<file path="config.mk">
export PLATFORM = sky130hd
export DESIGN_NAME = mul_controller_flat
export DESIGN_NICKNAME = d
export VERILOG_FILES = /design/src/rtl/mul_controller_pkg.sv /design/src/rtl/mul_controller_if.sv /design/src/rtl/mul_controller_iter_cnt.sv /design/src/rtl/mul_controller.sv /design/src/flat_wrapper.sv
export SDC_FILE = /design/constraint.sdc
export NUM_CORES = 1
export LEC_CHECK = 0
export CAP_MARGIN = 20
export CORE_AREA = 2 2 39 41
export CTS_BUF_LIST = sky130_fd_sc_hd__clkbuf_8
export DETAILED_ROUTE_END_ITERATION = 10
export DIE_AREA = 0 0 41 43
export GPL_TIMING_DRIVEN = 0
export SLEW_MARGIN = 20
export SYNTH_ARGS = -nofsm -noshare
export SYNTH_HDL_FRONTEND = slang
export SYNTH_HIERARCHICAL = 1
export SYNTH_SLANG_ARGS = --single-unit
</file>
<file path="constraint.sdc">
create_clock -name clk -period 1.05 [get_ports clk]
set_input_delay 0.21 -clock clk [delete_from_list [all_inputs] [get_ports clk]]
set_output_delay 0.21 -clock clk [all_outputs]
set_load 0.02 [all_outputs]
</file>
<file path="src/rtl/mul_controller_pkg.sv">
`default_nettype none
// ============================================================================
//  Module  : mul_ctrl_pkg
//  Purpose : Shared types and constants for the repeated-addition multiplier
//            controller: state encoding and data bus width.
//  Rev     : 1.0  initial release
// ============================================================================
package mul_ctrl_pkg;

  localparam int DATA_W = 16;

  typedef enum logic [2:0] {
    IDLE   = 3'd0,
    LOAD_A = 3'd1,
    LOAD_B = 3'd2,
    ADD    = 3'd3,
    DONE   = 3'd4,
    ERR    = 3'd5
  } mul_state_e;

endpackage
`default_nettype wire

</file>
<file path="src/rtl/mul_controller_if.sv">
`default_nettype none
// ============================================================================
//  Module  : mul_ctrl_if
//  Purpose : Handshake, datapath-strobe and shared operand bus between the
//            multiplier controller (master) and its environment (slave).
//  Rev     : 1.0  initial release
// ============================================================================
interface mul_ctrl_if;
  import mul_ctrl_pkg::*;

  logic              start;
  logic              abort;
  logic              in_valid;
  logic              in_ready;
  logic [DATA_W-1:0] data_in;
  logic              eqz;
  logic              ldA;
  logic              ldB;
  logic              ldP;
  logic              clrP;
  logic              decB;
  logic              busy;
  logic              done;
  logic              err;

  // Controller side: never touches the operand bus itself, only strobes loads.
  modport master (
    input  start, abort, in_valid, eqz,
    output in_ready, ldA, ldB, ldP, clrP, decB, busy, done, err
  );

  // Environment side: upstream source plus the multiplier datapath.
  modport slave (
    output start, abort, in_valid, eqz, data_in,
    input  in_ready, ldA, ldB, ldP, clrP, decB, busy, done, err
  );

endinterface
`default_nettype wire

</file>
<file path="src/rtl/mul_controller_iter_cnt.sv">
`default_nettype none
// ============================================================================
//  Module  : mul_iter_cnt
//  Purpose : Guard counter for the ADD loop. Cleared on entry to ADD, counts
//            every ADD cycle and flags the cycle that completes MAX_ITER adds.
//            Only built when MUL_TIMEOUT_EN is defined.
//  Rev     : 1.0  initial release
// ============================================================================
`ifdef MUL_TIMEOUT_EN
module mul_iter_cnt #(
  parameter int ITER_W   = 16,
  parameter int MAX_ITER = 65535
) (
  input  wire logic clk,
  input  wire logic rst_n,
  input  wire logic clr_i,
  input  wire logic en_i,
  output logic      hit_o
);

  localparam logic [ITER_W-1:0] LAST = ITER_W'(MAX_ITER - 1);

  logic [ITER_W-1:0] cnt_q;
  logic [ITER_W-1:0] cnt_d;

  // Next count: clear wins, otherwise advance and saturate on the last value.
  always_comb begin
    cnt_d = cnt_q;
    if (clr_i) begin
      cnt_d = '0;
    end else if (en_i && (cnt_q != LAST)) begin
      cnt_d = cnt_q + 1'b1;
    end
  end

  // Count register with synchronous active-low reset.
  always_ff @(posedge clk) begin
    if (!rst_n) begin
      cnt_q <= '0;
    end else begin
      cnt_q <= cnt_d;
    end
  end

  // The count starts at 0 on the first ADD cycle, so LAST marks the
  // MAX_ITER-th one.
  assign hit_o = en_i && (cnt_q == LAST);

endmodule
`endif
`default_nettype wire

</file>
<file path="src/rtl/mul_controller.sv">
`default_nettype none
// ============================================================================
//  Module  : mul_controller
//  Purpose : Sequencer for a repeated-addition multiplier. Accepts A then B on
//            the shared bus via valid/ready, adds A into P while decrementing
//            B until the datapath reports B==0, then pulses done.
//            Optional ADD-loop timeout guard: define MUL_TIMEOUT_EN.
//  Rev     : 1.0  initial release
// ============================================================================
module mul_controller
  import mul_ctrl_pkg::*;
#(
  parameter int ITER_W   = 16,
  parameter int MAX_ITER = 65535
) (
  input  wire logic clk,
  input  wire logic rst_n,
  mul_ctrl_if.master bus
);

  mul_state_e state_q;
  mul_state_e state_d;

  logic in_ready_d;
  logic ldA_d;
  logic ldB_d;
  logic ldP_d;
  logic clrP_d;
  logic decB_d;
  logic done_d;
  logic iter_clr;
  logic iter_hit;
  logic accept_start;
  logic enter_err;

  // State register; reset drops any operation in flight.
  always_ff @(posedge clk) begin
    if (!rst_n) begin
      state_q <= IDLE;
    end else begin
      state_q <= state_d;
    end
  end

  // Next state and strobes; abort overrides whatever the state decoded.
  always_comb begin
    state_d    = state_q;
    in_ready_d = 1'b0;
    ldA_d      = 1'b0;
    ldB_d      = 1'b0;
    ldP_d      = 1'b0;
    clrP_d     = 1'b0;
    decB_d     = 1'b0;
    done_d     = 1'b0;
    iter_clr   = 1'b0;

    unique case (state_q)
      IDLE: begin
        if (bus.start) state_d = LOAD_A;
      end
      LOAD_A: begin
        in_ready_d = 1'b1;
        ldA_d      = bus.in_valid;
        if (bus.in_valid) state_d = LOAD_B;
      end
      LOAD_B: begin
        in_ready_d = 1'b1;
        ldB_d      = bus.in_valid;
        clrP_d     = bus.in_valid;
        if (bus.in_valid) begin
          state_d  = ADD;
          iter_clr = 1'b1;
        end
      end
      ADD: begin
        if (bus.eqz) begin
          state_d = DONE;
        end else begin
          ldP_d  = 1'b1;
          decB_d = 1'b1;
          if (iter_hit) state_d = ERR;
        end
      end
      DONE: begin
        done_d  = 1'b1;
        state_d = IDLE;
      end
      ERR: begin
        state_d = IDLE;
      end
      default: begin
        state_d = IDLE;
      end
    endcase

    if (bus.abort) begin
      state_d    = IDLE;
      in_ready_d = 1'b0;
      ldA_d      = 1'b0;
      ldB_d      = 1'b0;
      ldP_d      = 1'b0;
      clrP_d     = 1'b0;
      decB_d     = 1'b0;
      done_d     = 1'b0;
      iter_clr   = 1'b0;
    end
  end

  assign accept_start = (state_q == IDLE) && bus.start && !bus.abort;
  assign enter_err    = (state_d == ERR);

  assign bus.in_ready = in_ready_d;
  assign bus.ldA      = ldA_d;
  assign bus.ldB      = ldB_d;
  assign bus.ldP      = ldP_d;
  assign bus.clrP     = clrP_d;
  assign bus.decB     = decB_d;
  assign bus.done     = done_d;
  assign bus.busy     = (state_q != IDLE);

`ifdef MUL_TIMEOUT_EN
  logic err_q;

  mul_iter_cnt #(
    .ITER_W   (ITER_W),
    .MAX_ITER (MAX_ITER)
  ) u_iter_cnt (
    .clk   (clk),
    .rst_n (rst_n),
    .clr_i (iter_clr),
    .en_i  (state_q == ADD),
    .hit_o (iter_hit)
  );

  // Sticky timeout flag: raised on entering ERR, dropped on the next accepted start.
  always_ff @(posedge clk) begin
    if (!rst_n) begin
      err_q <= 1'b0;
    end else if (accept_start) begin
      err_q <= 1'b0;
    end else if (enter_err) begin
      err_q <= 1'b1;
    end
  end

  assign bus.err = err_q;
`else
  logic unused_cfg;

  assign iter_hit   = 1'b0;
  assign bus.err    = 1'b0;
  assign unused_cfg = ^{accept_start, enter_err, iter_clr, ITER_W[0], MAX_ITER[0]};
`endif

endmodule
`default_nettype wire

</file>
<file path="src/flat_wrapper.sv">
// flat-port wrapper written by rule: the top's interface ports become plain ports
module mul_controller_flat import mul_ctrl_pkg::*;
#(
  parameter int ITER_W   = 16,
  parameter int MAX_ITER = 65535
)
  (clk, rst_n, bus_start, bus_abort, bus_in_valid, bus_eqz, bus_in_ready, bus_ldA, bus_ldB, bus_ldP, bus_clrP, bus_decB, bus_busy, bus_done, bus_err);
  mul_ctrl_if bus_i ();
  input  wire logic clk;
  input  wire logic rst_n;
  input wire logic [$bits(bus_i.start)-1:0] bus_start;
  input wire logic [$bits(bus_i.abort)-1:0] bus_abort;
  input wire logic [$bits(bus_i.in_valid)-1:0] bus_in_valid;
  input wire logic [$bits(bus_i.eqz)-1:0] bus_eqz;
  output wire logic [$bits(bus_i.in_ready)-1:0] bus_in_ready;
  output wire logic [$bits(bus_i.ldA)-1:0] bus_ldA;
  output wire logic [$bits(bus_i.ldB)-1:0] bus_ldB;
  output wire logic [$bits(bus_i.ldP)-1:0] bus_ldP;
  output wire logic [$bits(bus_i.clrP)-1:0] bus_clrP;
  output wire logic [$bits(bus_i.decB)-1:0] bus_decB;
  output wire logic [$bits(bus_i.busy)-1:0] bus_busy;
  output wire logic [$bits(bus_i.done)-1:0] bus_done;
  output wire logic [$bits(bus_i.err)-1:0] bus_err;
  assign bus_i.start = bus_start;
  assign bus_i.abort = bus_abort;
  assign bus_i.in_valid = bus_in_valid;
  assign bus_i.eqz = bus_eqz;
  assign bus_in_ready = bus_i.in_ready;
  assign bus_ldA = bus_i.ldA;
  assign bus_ldB = bus_i.ldB;
  assign bus_ldP = bus_i.ldP;
  assign bus_clrP = bus_i.clrP;
  assign bus_decB = bus_i.decB;
  assign bus_busy = bus_i.busy;
  assign bus_done = bus_i.done;
  assign bus_err = bus_i.err;
  mul_controller #(.ITER_W(ITER_W), .MAX_ITER(MAX_ITER)) u_core (.clk(clk), .rst_n(rst_n), .bus(bus_i));
endmodule
</file>
==> flow_summary.yaml, run 1 <==
synthesis:
  synth_compound_area_share_pct: 2.17
  synthXorXnorAreaFrac_pct: 3.80
  synth-simple-area-share_pct: 34.2
  syn_nets: 35
  synthAdderAreaFrac_pct: 0
  synth_top_family_by_area: "simple AND/OR/NAND/NOR gates"
  seq_area_frac_synth_pct: 26.1
  yosysWarnings: 6
  syn-mean-instance-area_um2: 7.94
  synthesis.area_um2: 230
  synth_cells: 29
  ys_ff_latch: 3
  synthMuxAreaShare_pct: 15.2
  synthDistinctLibCells: 17
routing:
  antenna_left: 0
  drt-wirelength-per-cell_um: 9.79
  firstDrtPassIters: 1
  viasPerCell: 4.07
  drtIter0Drc: 0
  drc_errors: 0
  wl_um: 656
  vias: 273
setup_path:
  path_class: "flop to output pin"
  reg2reg_from: "u_core/state_q[1]"
  r2r_slack_ns: -0.19
  cp.required_ns: 0.84
  startpoint_type: "flop"
  endpoint: "bus_ldA"
  critPathMaxFanout: 7
  cp-end-kind: "output pin"
  worst_ep_arrival_time_ns: 1.15
  worstReg2RegEnd: "u_core/state_q[0]"
  rr_worst_depth: 6
  crit_start: "u_core/state_q[1]"
grt:
  grt_antenna_before_repair: 0
  track_usage_pct: 7.83
  grt-ovfl-total: 0
  grt_start_max_net_pins: 8
  grt_first_pass_wirelength_um: 890
  grt_pass1_vias: 243
timing:
  fin_crit_ns: 1.36
  min_period_over_period_pct: 130
  clock_skew_ns: 0.0000429
  hold_viol: 0
  fmax_ghz: 0.733
  maxSlewViolCount: 0
  grt_setup_unrepaired: "true"
  whs_ns: 0.521
  setup_ws_ns: -0.315
  setup_viol: 10
layout:
  largest_reg_flops: 3
  fin_area_um2: 547
  nets: 58
  drive_gt1_share_pct: 66.7
  num_antenna_cells: 0
  syn_to_final_growth_pct: 137
  top_register: "u_core/state_q"
  layoutNonFillerInstCount: 67
  top_regs: "u_core/state_q x3"
  fin_util_pct: 39.5
clock_network:
  clk_pin_slew_worst_paths_ns: 0.03
  cts-hold-fix-buffers: 0
  ctsHtreeMaxLevel: 1
  cts.path.max_buffers: 2
  cts_tree: "done"
  cts_sinks: 3
  clk_latency_ns: 0.21
  cts-root-buf: "clkbuf_8"
  cts_buffers: 3
die:
  core_um2: 1380
  io_pins: 15
  dieHeight_um: 43
  die_area_um2: 1760
  start_util_pct: 16.6
  rows: 14
  die_w_um: 41
outcome:
  violations: "setup timing"
  status: "complete, but fails checks"
placement:
  detailed_place_hpwl_um: 425
  place_congestion: 0.699
  io_buffers: 13
  placed_cells: 58
  post_dp_cell_area_um2: 447
power_and_ir_drop:
  p_total_mw: 0.529
  power_density_nw_per_um2: 967
  peakVddDrop_mv: 0.312
  p_leak_nw: 0.225
min_path:
  hold_class: "primary input to flop"
job:
  cap_violations: 0
-- per-layer routing --
| layer | vias to the layer above | part of all wire (%) | track usage [%] |
|---|---|---|---|
| li1 | 139 | - | - |
| met1 | 126 | 38 | 9.00 |
| met2 | 8 | 57 | 10.9 |
| met3 | 0 | 5.5 | 1.57 |
| met4 | 0 | 0 | 8.00 |
| met5 | - | 0 | 0 |
-- stage by stage --
stage | worst slack [ns] | setup TNS (ns)
detailed placement | -1.09 | -7.70
floorplan | -0.0679 | -0.130
global placement | -1.08 | -7.67
CTS | -0.324 | -2.20
finish | -0.315 | -2.19
global route | -0.364 | -2.61
-- worst min path at each step --
stage	from	to	slack, ns	cells past startpoint
final	bus_abort	u_core/state_q[2]	0.52	4
after CTS	bus_abort	u_core/state_q[1]	0.50	4
after global routing	bus_abort	u_core/state_q[1]	0.57	4
after global placement	u_core/state_q[1]	u_core/state_q[1]	0.59	3
after floorplan	bus_eqz	u_core/state_q[2]	0.32	2
after detailed placement	u_core/state_q[1]	u_core/state_q[1]	0.59	3
-- power by group --
group	leakage [nW]	internal [mW]	switching (mW)
clock	0.0269	0.249	0.0735
combinational	0.172	0.0491	0.0387
sequential	0.0259	0.114	0.00526
total	0.225	0.411	0.117
-- layout make-up --
type | count | area (µm²)
Timing Repair Buffer | 19 | 181
Tap cell | 16 | 20.0
Clock inverter | 1 | 3.75
Sequential cell | 3 | 67.6
Clock buffer | 3 | 41.3
Multi-Input combinational cell | 21 | 191
Buffer | 4 | 41.3
Fill cell | 148 | 837
-- worst max-delay path, cell delays in order, from the launching register on --
cell	delay [ns]
dfxtp_1	0.30
buf_6	0.13
nand3b_1	0.23
nor3_4	0.15
buf_6	0.13
-- kinds of logic after synthesis --
kind of cell              count (synthesis)
AOI/OAI and AO/OA                         1
xor gates and xnor gates                  1
DFF                                       3
buffers and inverters                     5
muxes                                     3
and+or+nand+nor                          15
other                                     1
-- synthesized netlist by cell type --
library cell | n | area share (%)
nand2_1 | 4 | 6.5
nor2_1 | 4 | 6.5
buf_4 | 3 | 9.8
dfxtp_1 | 3 | 26
mux2i_1 | 2 | 8.7
nor3_1 | 2 | 4.3
a21oi_1 | 1 | 2.2
and4b_2 | 1 | 4.9
buf_2 | 1 | 2.2
buf_6 | 1 | 4.9
conb_1 | 1 | 1.6
mux2_4 | 1 | 6.5
nand3_1 | 1 | 2.2
nand3b_1 | 1 | 3.3
nor4b_1 | 1 | 3.8
or3_1 | 1 | 2.7
xnor2_1 | 1 | 3.8
-- repair_timing --
item / 4_1_cts / 5_1_grt
pin swaps: 6 / 2
setup buffers: 4 / 2
gates resized for setup: 49 / 7
endpoints found under the setup margin: 10 / 9
endpoints found under the hold margin: 0 / 0
-- layout by cell type, fill, tap and decap left out --
cell             instances
clkbuf_8                 3
and4b_2                  1
mux2_4                   1
dfxtp_4                  2
nor3_4                   1
nand2_1                  4
buf_6                   10
nand3b_1                 1
mux2i_1                  2
nor4b_4                  1
buf_4                    8
clkdlybuf4s50_1          3
xnor2_1                  1
nand3_2                  1
nor2_4                   2
conb_1                   1
or3_4                    1
clkdlybuf4s15_2          1
dlygate4sd2_1            1
inv_1                    1
a21oi_2                  1
dfxtp_1                  1
nor2_1                   2
nor3_2                   1
Note: power is estimated with default switching activity, not from simulation.
==> run 2, diff against run 1 <==
SLEW_MARGIN = 5   (was 20)
==> results of run 2 <==
Final layout, timing and power as in run 1 (identical DEF).
